File: config.mk
export PLATFORM = sky130hd
export DESIGN_NAME = ps2_host_tx
export DESIGN_NICKNAME = d
export VERILOG_FILES = /design/src/rtl/ps2_pkg.sv /design/src/rtl/ps2_line_sync.sv /design/src/rtl/ps2_host_tx.sv
export SDC_FILE = /design/constraint.sdc
export NUM_CORES = 1
export LEC_CHECK = 0
export BUFFER_PORTS_ARGS = -buffer_cell sky130_fd_sc_hd__buf_2
export CAP_MARGIN = 20
export CORE_ASPECT_RATIO = 1.4
export CORE_UTILIZATION = 45
export CTS_BUF_LIST = sky130_fd_sc_hd__clkbuf_16
export DETAILED_ROUTE_END_ITERATION = 8
export REMOVE_ABC_BUFFERS = 1
export SLEW_MARGIN = 10
export SYNTH_ARGS = -nofsm -noshare
export SYNTH_HDL_FRONTEND = slang
export SYNTH_SLANG_ARGS = --single-unit
File: constraint.sdc
create_clock -name CLOCK_50 -period 3.21 [get_ports CLOCK_50]
set_input_delay 0.321 -clock CLOCK_50 [delete_from_list [all_inputs] [get_ports CLOCK_50]]
set_output_delay 0.321 -clock CLOCK_50 [all_outputs]
set_load 0.01 [all_outputs]
File: src/rtl/ps2_pkg.sv
// Shared PS/2 definitions: transmitter FSM states, default timing and command bytes.
package ps2_pkg;

  typedef enum logic [2:0] {
    StIdle,
    StInhibit,
    StReq,
    StTx,
    StAck,
    StRelease,
    StAbort
  } ps2_tx_state_e;

  // Defaults assume a 50 MHz system clock.
  localparam int unsigned InhibitCyclesDef = 6000;
  localparam int unsigned StartTimeoutDef  = 750000;
  localparam int unsigned XferTimeoutDef   = 100000;

  localparam logic [7:0] CMD_SET_LEDS = 8'hED;
  localparam logic [7:0] CMD_ENABLE   = 8'hF4;
  localparam logic [7:0] CMD_RESET    = 8'hFF;
  localparam logic [7:0] RSP_ACK      = 8'hFA;

  // Falling-edge index at which the device ACK is sampled.
  localparam logic [3:0] AckEdge = 4'd11;

  function automatic logic odd_parity(input logic [7:0] b);
    return ~^b;
  endfunction

  function automatic int unsigned max3(input int unsigned a, input int unsigned b,
                                       input int unsigned c);
    int unsigned m;
    m = (a > b) ? a : b;
    return (m > c) ? m : c;
  endfunction

endpackage

File: src/rtl/ps2_line_sync.sv
// Two-flop synchroniser for one PS/2 line with a falling-edge strobe.
module ps2_line_sync (
  input  logic clk,
  input  logic reset,
  input  logic line_in,
  output logic line_sync,
  output logic fall
);

  logic [1:0] sync_q;
  logic       prev_q;

  // Idle level of an open-drain PS/2 line is high.
  always_ff @(posedge clk) begin
    if (!reset) begin
      sync_q <= 2'b11;
      prev_q <= 1'b1;
    end else begin
      sync_q <= {sync_q[0], line_in};
      prev_q <= sync_q[1];
    end
  end

  assign line_sync = sync_q[1];
  assign fall      = prev_q & ~sync_q[1];

endmodule

File: src/rtl/ps2_host_tx.sv
// Host-to-device PS/2 command transmitter with request-to-send and ACK check.
// Define PS2_TX_RETRY_EN to retry once after a NACK or timeout before reporting an error.
module ps2_host_tx
  import ps2_pkg::*;
#(
  parameter int unsigned INHIBIT_CYCLES = InhibitCyclesDef,
  parameter int unsigned START_TIMEOUT  = StartTimeoutDef,
  parameter int unsigned XFER_TIMEOUT   = XferTimeoutDef
) (
  input  logic       CLOCK_50,
  input  logic       reset,
  input  logic [7:0] send_command,
  input  logic       send_en,
  input  logic       ps2_clk_in,
  input  logic       ps2_dat_in,
  output logic       ps2_clk_oe,
  output logic       ps2_dat_oe,
  output logic       busy,
  output logic       command_was_sent,
  output logic       error_timeout,
  output logic       error_nack
);

  localparam int unsigned CntMax = max3(INHIBIT_CYCLES, START_TIMEOUT, XFER_TIMEOUT);
  localparam int unsigned CntW   = $clog2(CntMax) + 1;

  localparam logic [CntW-1:0] InhLast   = CntW'(INHIBIT_CYCLES - 1);
  localparam logic [CntW-1:0] StartLast = CntW'(START_TIMEOUT - 1);
  localparam logic [CntW-1:0] XferLast  = CntW'(XFER_TIMEOUT - 1);

  logic clk_sync, clk_fall;
  logic dat_sync, dat_fall;
  logic unused_dat_fall;

  ps2_line_sync u_clk_sync (
    .clk       (CLOCK_50),
    .reset     (reset),
    .line_in   (ps2_clk_in),
    .line_sync (clk_sync),
    .fall      (clk_fall)
  );

  ps2_line_sync u_dat_sync (
    .clk       (CLOCK_50),
    .reset     (reset),
    .line_in   (ps2_dat_in),
    .line_sync (dat_sync),
    .fall      (dat_fall)
  );

  assign unused_dat_fall = dat_fall;

  ps2_tx_state_e   state_q, state_d;
  logic [CntW-1:0] cnt_q, cnt_d;
  logic [3:0]      bit_q, bit_d;
  logic [7:0]      data_q, data_d;
  logic            par_q, par_d;
  logic            ack_q, ack_d;
  logic            busy_q;
  logic            sent_q, sent_d;
  logic            to_q, to_d;
  logic            nack_q, nack_d;
  logic            fail, fail_nack;
  logic            tx_dat_oe;
  logic [2:0]      bit_idx;
`ifdef PS2_TX_RETRY_EN
  logic            retry_q, retry_d;
  logic            hold_q, hold_d;
`endif

  // Edges 1..8 carry data LSB first; wraps 8 -> index 7.
  assign bit_idx = bit_q[2:0] - 3'd1;

  always_comb begin
    tx_dat_oe = 1'b0;
    if (bit_q >= 4'd1 && bit_q <= 4'd8) begin
      tx_dat_oe = ~data_q[bit_idx];
    end else if (bit_q == 4'd9) begin
      tx_dat_oe = ~par_q;
    end
  end

  always_comb begin
    state_d    = state_q;
    cnt_d      = cnt_q;
    bit_d      = bit_q;
    data_d     = data_q;
    par_d      = par_q;
    ack_d      = ack_q;
    sent_d     = 1'b0;
    to_d       = 1'b0;
    nack_d     = 1'b0;
    fail       = 1'b0;
    fail_nack  = 1'b0;
    ps2_clk_oe = 1'b0;
    ps2_dat_oe = 1'b0;
`ifdef PS2_TX_RETRY_EN
    retry_d    = retry_q;
    hold_d     = hold_q;
`endif

    unique case (state_q)
      StIdle: begin
        if (send_en) begin
          data_d  = send_command;
          par_d   = odd_parity(send_command);
          cnt_d   = '0;
          bit_d   = '0;
          state_d = StInhibit;
`ifdef PS2_TX_RETRY_EN
          retry_d = 1'b0;
          hold_d  = 1'b0;
`endif
        end
      end
      StInhibit: begin
        ps2_clk_oe = 1'b1;
        if (cnt_q == InhLast) begin
          ps2_dat_oe = 1'b1;
          cnt_d      = '0;
          state_d    = StReq;
        end else begin
          cnt_d = cnt_q + 1'b1;
        end
      end
      StReq: begin
        ps2_dat_oe = 1'b1;
        if (clk_fall) begin
          bit_d   = 4'd1;
          cnt_d   = '0;
          state_d = StTx;
        end else if (cnt_q == StartLast) begin
          fail = 1'b1;
        end else begin
          cnt_d = cnt_q + 1'b1;
        end
      end
      StTx: begin
        ps2_dat_oe = tx_dat_oe;
        if (cnt_q == XferLast) begin
          fail = 1'b1;
        end else begin
          cnt_d = cnt_q + 1'b1;
          if (clk_fall) begin
            if (bit_q == AckEdge - 4'd1) begin
              bit_d   = AckEdge;
              ack_d   = dat_sync;
              state_d = StAck;
            end else begin
              bit_d = bit_q + 4'd1;
            end
          end
        end
      end
      StAck: begin
        if (!ack_q) begin
          state_d = StRelease;
        end else begin
          fail      = 1'b1;
          fail_nack = 1'b1;
        end
      end
      StRelease: begin
        if (clk_sync && dat_sync) begin
          sent_d  = 1'b1;
          state_d = StIdle;
        end
      end
      StAbort: begin
`ifdef PS2_TX_RETRY_EN
        // A held abort keeps the lines released before the second attempt.
        if (hold_q) begin
          if (cnt_q == InhLast) begin
            hold_d  = 1'b0;
            cnt_d   = '0;
            bit_d   = '0;
            state_d = StInhibit;
          end else begin
            cnt_d = cnt_q + 1'b1;
          end
        end else begin
          state_d = StIdle;
        end
`else
        state_d = StIdle;
`endif
      end
      default: state_d = StIdle;
    endcase

    if (fail) begin
      state_d = StAbort;
      cnt_d   = '0;
`ifdef PS2_TX_RETRY_EN
      if (!retry_q) begin
        retry_d = 1'b1;
        hold_d  = 1'b1;
      end else begin
        to_d   = ~fail_nack;
        nack_d = fail_nack;
      end
`else
      to_d   = ~fail_nack;
      nack_d = fail_nack;
`endif
    end
  end

  always_ff @(posedge CLOCK_50) begin
    if (!reset) begin
      state_q <= StIdle;
      cnt_q   <= '0;
      bit_q   <= '0;
      data_q  <= '0;
      par_q   <= 1'b0;
      ack_q   <= 1'b1;
      busy_q  <= 1'b0;
      sent_q  <= 1'b0;
      to_q    <= 1'b0;
      nack_q  <= 1'b0;
`ifdef PS2_TX_RETRY_EN
      retry_q <= 1'b0;
      hold_q  <= 1'b0;
`endif
    end else begin
      state_q <= state_d;
      cnt_q   <= cnt_d;
      bit_q   <= bit_d;
      data_q  <= data_d;
      par_q   <= par_d;
      ack_q   <= ack_d;
      busy_q  <= (state_d != StIdle);
      sent_q  <= sent_d;
      to_q    <= to_d;
      nack_q  <= nack_d;
`ifdef PS2_TX_RETRY_EN
      retry_q <= retry_d;
      hold_q  <= hold_d;
`endif
    end
  end

  assign busy             = busy_q;
  assign command_was_sent = sent_q;
  assign error_timeout    = to_q;
  assign error_nack       = nack_q;

endmodule

==> impl_metrics.csv <==
group,metric,value,unit
power,p_int,1010,µW
synth,synthTopCellsByArea,"dfxtp_1 37%, nand2_1 6.4%, xnor2_1 4.5%, a21oi_1 4.3%, nor2_1 3.8%",
setup_path,start_kind,"flop",
synth,avgSynthCellArea,8.34,µm²
hold_path,hold_path.class,"primary input to flop",
layout,final_nets,342,
power,p_sw,291,µW
global_route,met3_usage,3.66,%
synth,synth_top_area_share,37.1,%
global_route,grt_pass1_wl,9760,µm
routing,avgRoutedWirePerCell,14.4,µm
cts,cts_resized,0,
power,power_frac_seq,46.9,%
global_route,overflow,0,
setup_path,cp.required,2.89,ns
setup_path,rr_endpoint,"cnt_q[10]$_SDFFE_PP0P_",
die,fp.coreArea,5490,µm²
synth,synth.distinct_cells,59,
synth,synthFlopType,"dfxtp_1",
cts,ctsRootBufferMaster,"clkbuf_16",
power,ir_drop,0.000259,V
timing,rsz0062_at_grt,"false",
cts,clk_path_buf_depth,2,
setup_path,reg2reg_slack,0.69,ns
power,powerDensity,457,nW/µm²
setup_path,crit_slowest_cell,"mux4_2",
global_route,grt.met1_usage,22.8,%
timing,fin_skew,0.00428,ns
setup_path,end_kind,"output pin",
hold_path,min_path_cells,2,
layout,num_antenna_cells,0,
cts,cts_tree,"yes",
timing,fmax,352,MHz
routing,firstDrtPassIters,4,
synth,syn_area,2540,µm²
timing,slew_headroom,49.1,%
die,row_count,32,
routing,antenna_left,0,
global_route,use_met2,38.7,%
synth,synth_top_area_cell,"dfxtp_1",
die,pin_count,19,
cts,h-tree-depth,2,
timing,setup_viol,0,
synth,synthCells,304,
setup_path,cp.arrival,2.52,ns
timing,fin_crit_sh,88.5,%
die,die_w,65.5,µm
synth,ys_seq_elements,47,
global_route,grt_pass1_vias,2123,
place,gp_congestion,0.793,
global_route,grt_start_max_net_pins,19,
place,io_buffers,18,
layout,synthToLayoutAreaGrowth,11.8,%
power,clockPowerShare,45.5,%
place,pre_cts_ws,0.661,ns
routing,num_vias,2216,
synth,async_flop_share,0,%
cts,clkLatencyLatePin,0.29,ns
hold_path,hold_start,"ps2_dat_in",
setup_path,path_class,"flop to output pin",
layout,final_cell_mix,"47 x dfxtp_1, 43 x nand2_1, 26 x nor2_1, 22 x a21oi_1, 18 x buf_2",
synth,synth_edf_count,0,
flow_run,cap_violations,0,
layout,final-seq-area,941,µm²
timing,timing.final.max_slew_violations,0,
routing,wl,5650,µm
synth,yosysSeqAreaShare,37.1,%
cts,clock_sinks,47,
timing,worst_slew_pin_slew,0.758,ns
power,p_sw_share,22.4,%
layout,mostFrequentLayoutCell,"dfxtp_1",
timing,hold_viol,0,
routing,avgViaCountPerCell,5.65,
synth,yosysWarnings,0,
setup_path,slowest_delay,0.52,ns
power,p_leak,0.00105,µW
layout,drive_above_1_share,15.7,%
layout,multi_input_area,1490,µm²
cts,cts.clk_slew.worst_paths,0.06,ns
die,die_h,90.8,µm
setup_path,cp_max_fo,8,
status,status,"complete, no violations",
setup_path,crit_chain,"inv_1 > ha_1 > mux4_2 > a221oi_1 > a31oi_1 > a21oi_1 > a211o_1 > buf_2",
place,dpl.hpwl,4300,µm
cts,cts_buffers,5,
die,die-area,5940,µm²
layout,n_fill_cell,549,
power,comb_power_share,7.6,%
die,initial_core_util,46.2,%
cts,cts_setup_buffers,0,
routing,drc_errors,0,
timing,fin_setup_tns,0,ns
global_route,grt.busiest_layer,"met2",
global_route,antenna_found_initial,0,
timing,min_period,2.84,ns
global_route,track_usage,21.1,%
cts,holdBufCountCts,0,
routing,drt_iter0_drc,84,
setup_path,crit-reg2reg-launch,"state_q[1]$_SDFF_PN0_",
hold_path,hold_end,"u_dat_sync.sync_q[0]$_SDFF_PN1_",
timing,layout_setup_ws,0.368,ns
setup_path,reg2reg_depth,6,
-- state kept, by name (all words and copies together) (netlist names) --
register	flops
data_q	8
command_was_sent	1
error_nack	1
par_q	1
ack_q	1
state_q	3
u_clk_sync.sync_q	2
error_timeout	1
bit_q	4
u_clk_sync.prev_q	1
cnt_q	21
u_dat_sync.sync_q	2
busy	1
-- cells in the mapped netlist, drive strengths merged, types with 2 or more instances --
cell and n:
a21oi 22, a31oi 2, nand4 6, buf 3, clkbuf 6, nor3 9
inv 9, nand3 17, or4 2, o21ai 11, or3 6, nor4 5
xor2 9, a221oi 2, dfxtp 47, or2 4, o22ai 3, ha 6
and4b 2, and2 4, nor2 27, or3b 2, nand2b 7, nand2 44
mux4 2, xnor2 13, nor4b 2, and2b 3, and3 6, nor3b 3
nand3b 4
-- cell families after synthesis --
| logic type | Yosys count | share of synthesized area [%] |
|---|---|---|
| and+or+nand+nor | 156 | 33.6 |
| AOI/OAI and AO/OA | 51 | 12.5 |
| DFF | 47 | 37.1 |
| xor gates and xnor gates | 22 | 7.60 |
| buffers and inverters | 19 | 4.09 |
| adders and majority gates | 6 | 2.96 |
| muxes | 3 | 2.17 |
-- area by class of cell --
type / count / area share, %
sequential: 47 / 33.2
multi-input combinational: 238 / 52.6
clock inverter: 3 / 1.54
tap: 68 / 3.00
clock buffer: 5 / 4.41
inverter: 10 / 1.32
timing repair buffer: 21 / 3.97
-- worst max-delay path: cells and delay by family (launching register included) --
kind | cells | cell delay [ns]
AOI/OAI and AO/OA | 4 | 0.64
adders and majority gates | 1 | 0.35
buffers and inverters | 2 | 0.25
DFF | 1 | 0.48
muxes | 1 | 0.52
-- worst max path at each step --
| stage | from | end | slack [ns] | cells past startpoint |
|---|---|---|---|---|
| after CTS | bit_q[0]$_SDFFE_PN0P_ | ps2_dat_oe | 0.34 | 8 |
| after floorplan | bit_q[0]$_SDFFE_PN0P_ | ps2_dat_oe | 0.87 | 7 |
| final | bit_q[0]$_SDFFE_PN0P_ | ps2_dat_oe | 0.37 | 8 |
| after global routing | bit_q[0]$_SDFFE_PN0P_ | ps2_dat_oe | 0.20 | 8 |
| after global placement | bit_q[0]$_SDFFE_PN0P_ | ps2_dat_oe | 0.69 | 8 |
| after detailed placement | bit_q[0]$_SDFFE_PN0P_ | ps2_dat_oe | 0.66 | 8 |
-- routing by layer --
metal  part of all wire [%]  vias up  wire length [µm]
li1                       -     1113                 -
met1                     42     1064              2350
met2                     54       27              3050
met3                    2.1       12               121
met4                    2.3        0               130
met5                      0        -                 0
-- stage by stage --
step                      hold slack [ns]  total power, µW  utilization, %  std cells  instance area, µm²
after floorplan                     0.386              685               -        295                2470
after global placement              0.391              720            48.6        384                2670
after detailed placement            0.396              721            48.6        384                2670
after CTS                           0.216             1310            51.7        392                2840
after global routing                0.239             1350            51.7        392                2840
final                               0.216             1300            51.7        392                2840
-- power by group through the flow --
stage	Sequential, µW	Clock, µW	Combinational, µW
floorplan	618	0	67.2
CTS	608	606	101
global placement	621	0	98.6
global route	609	625	111
detailed placement	621	0	99.8
finish	608	590	98.7
Power figures use the tool's default switching activity.
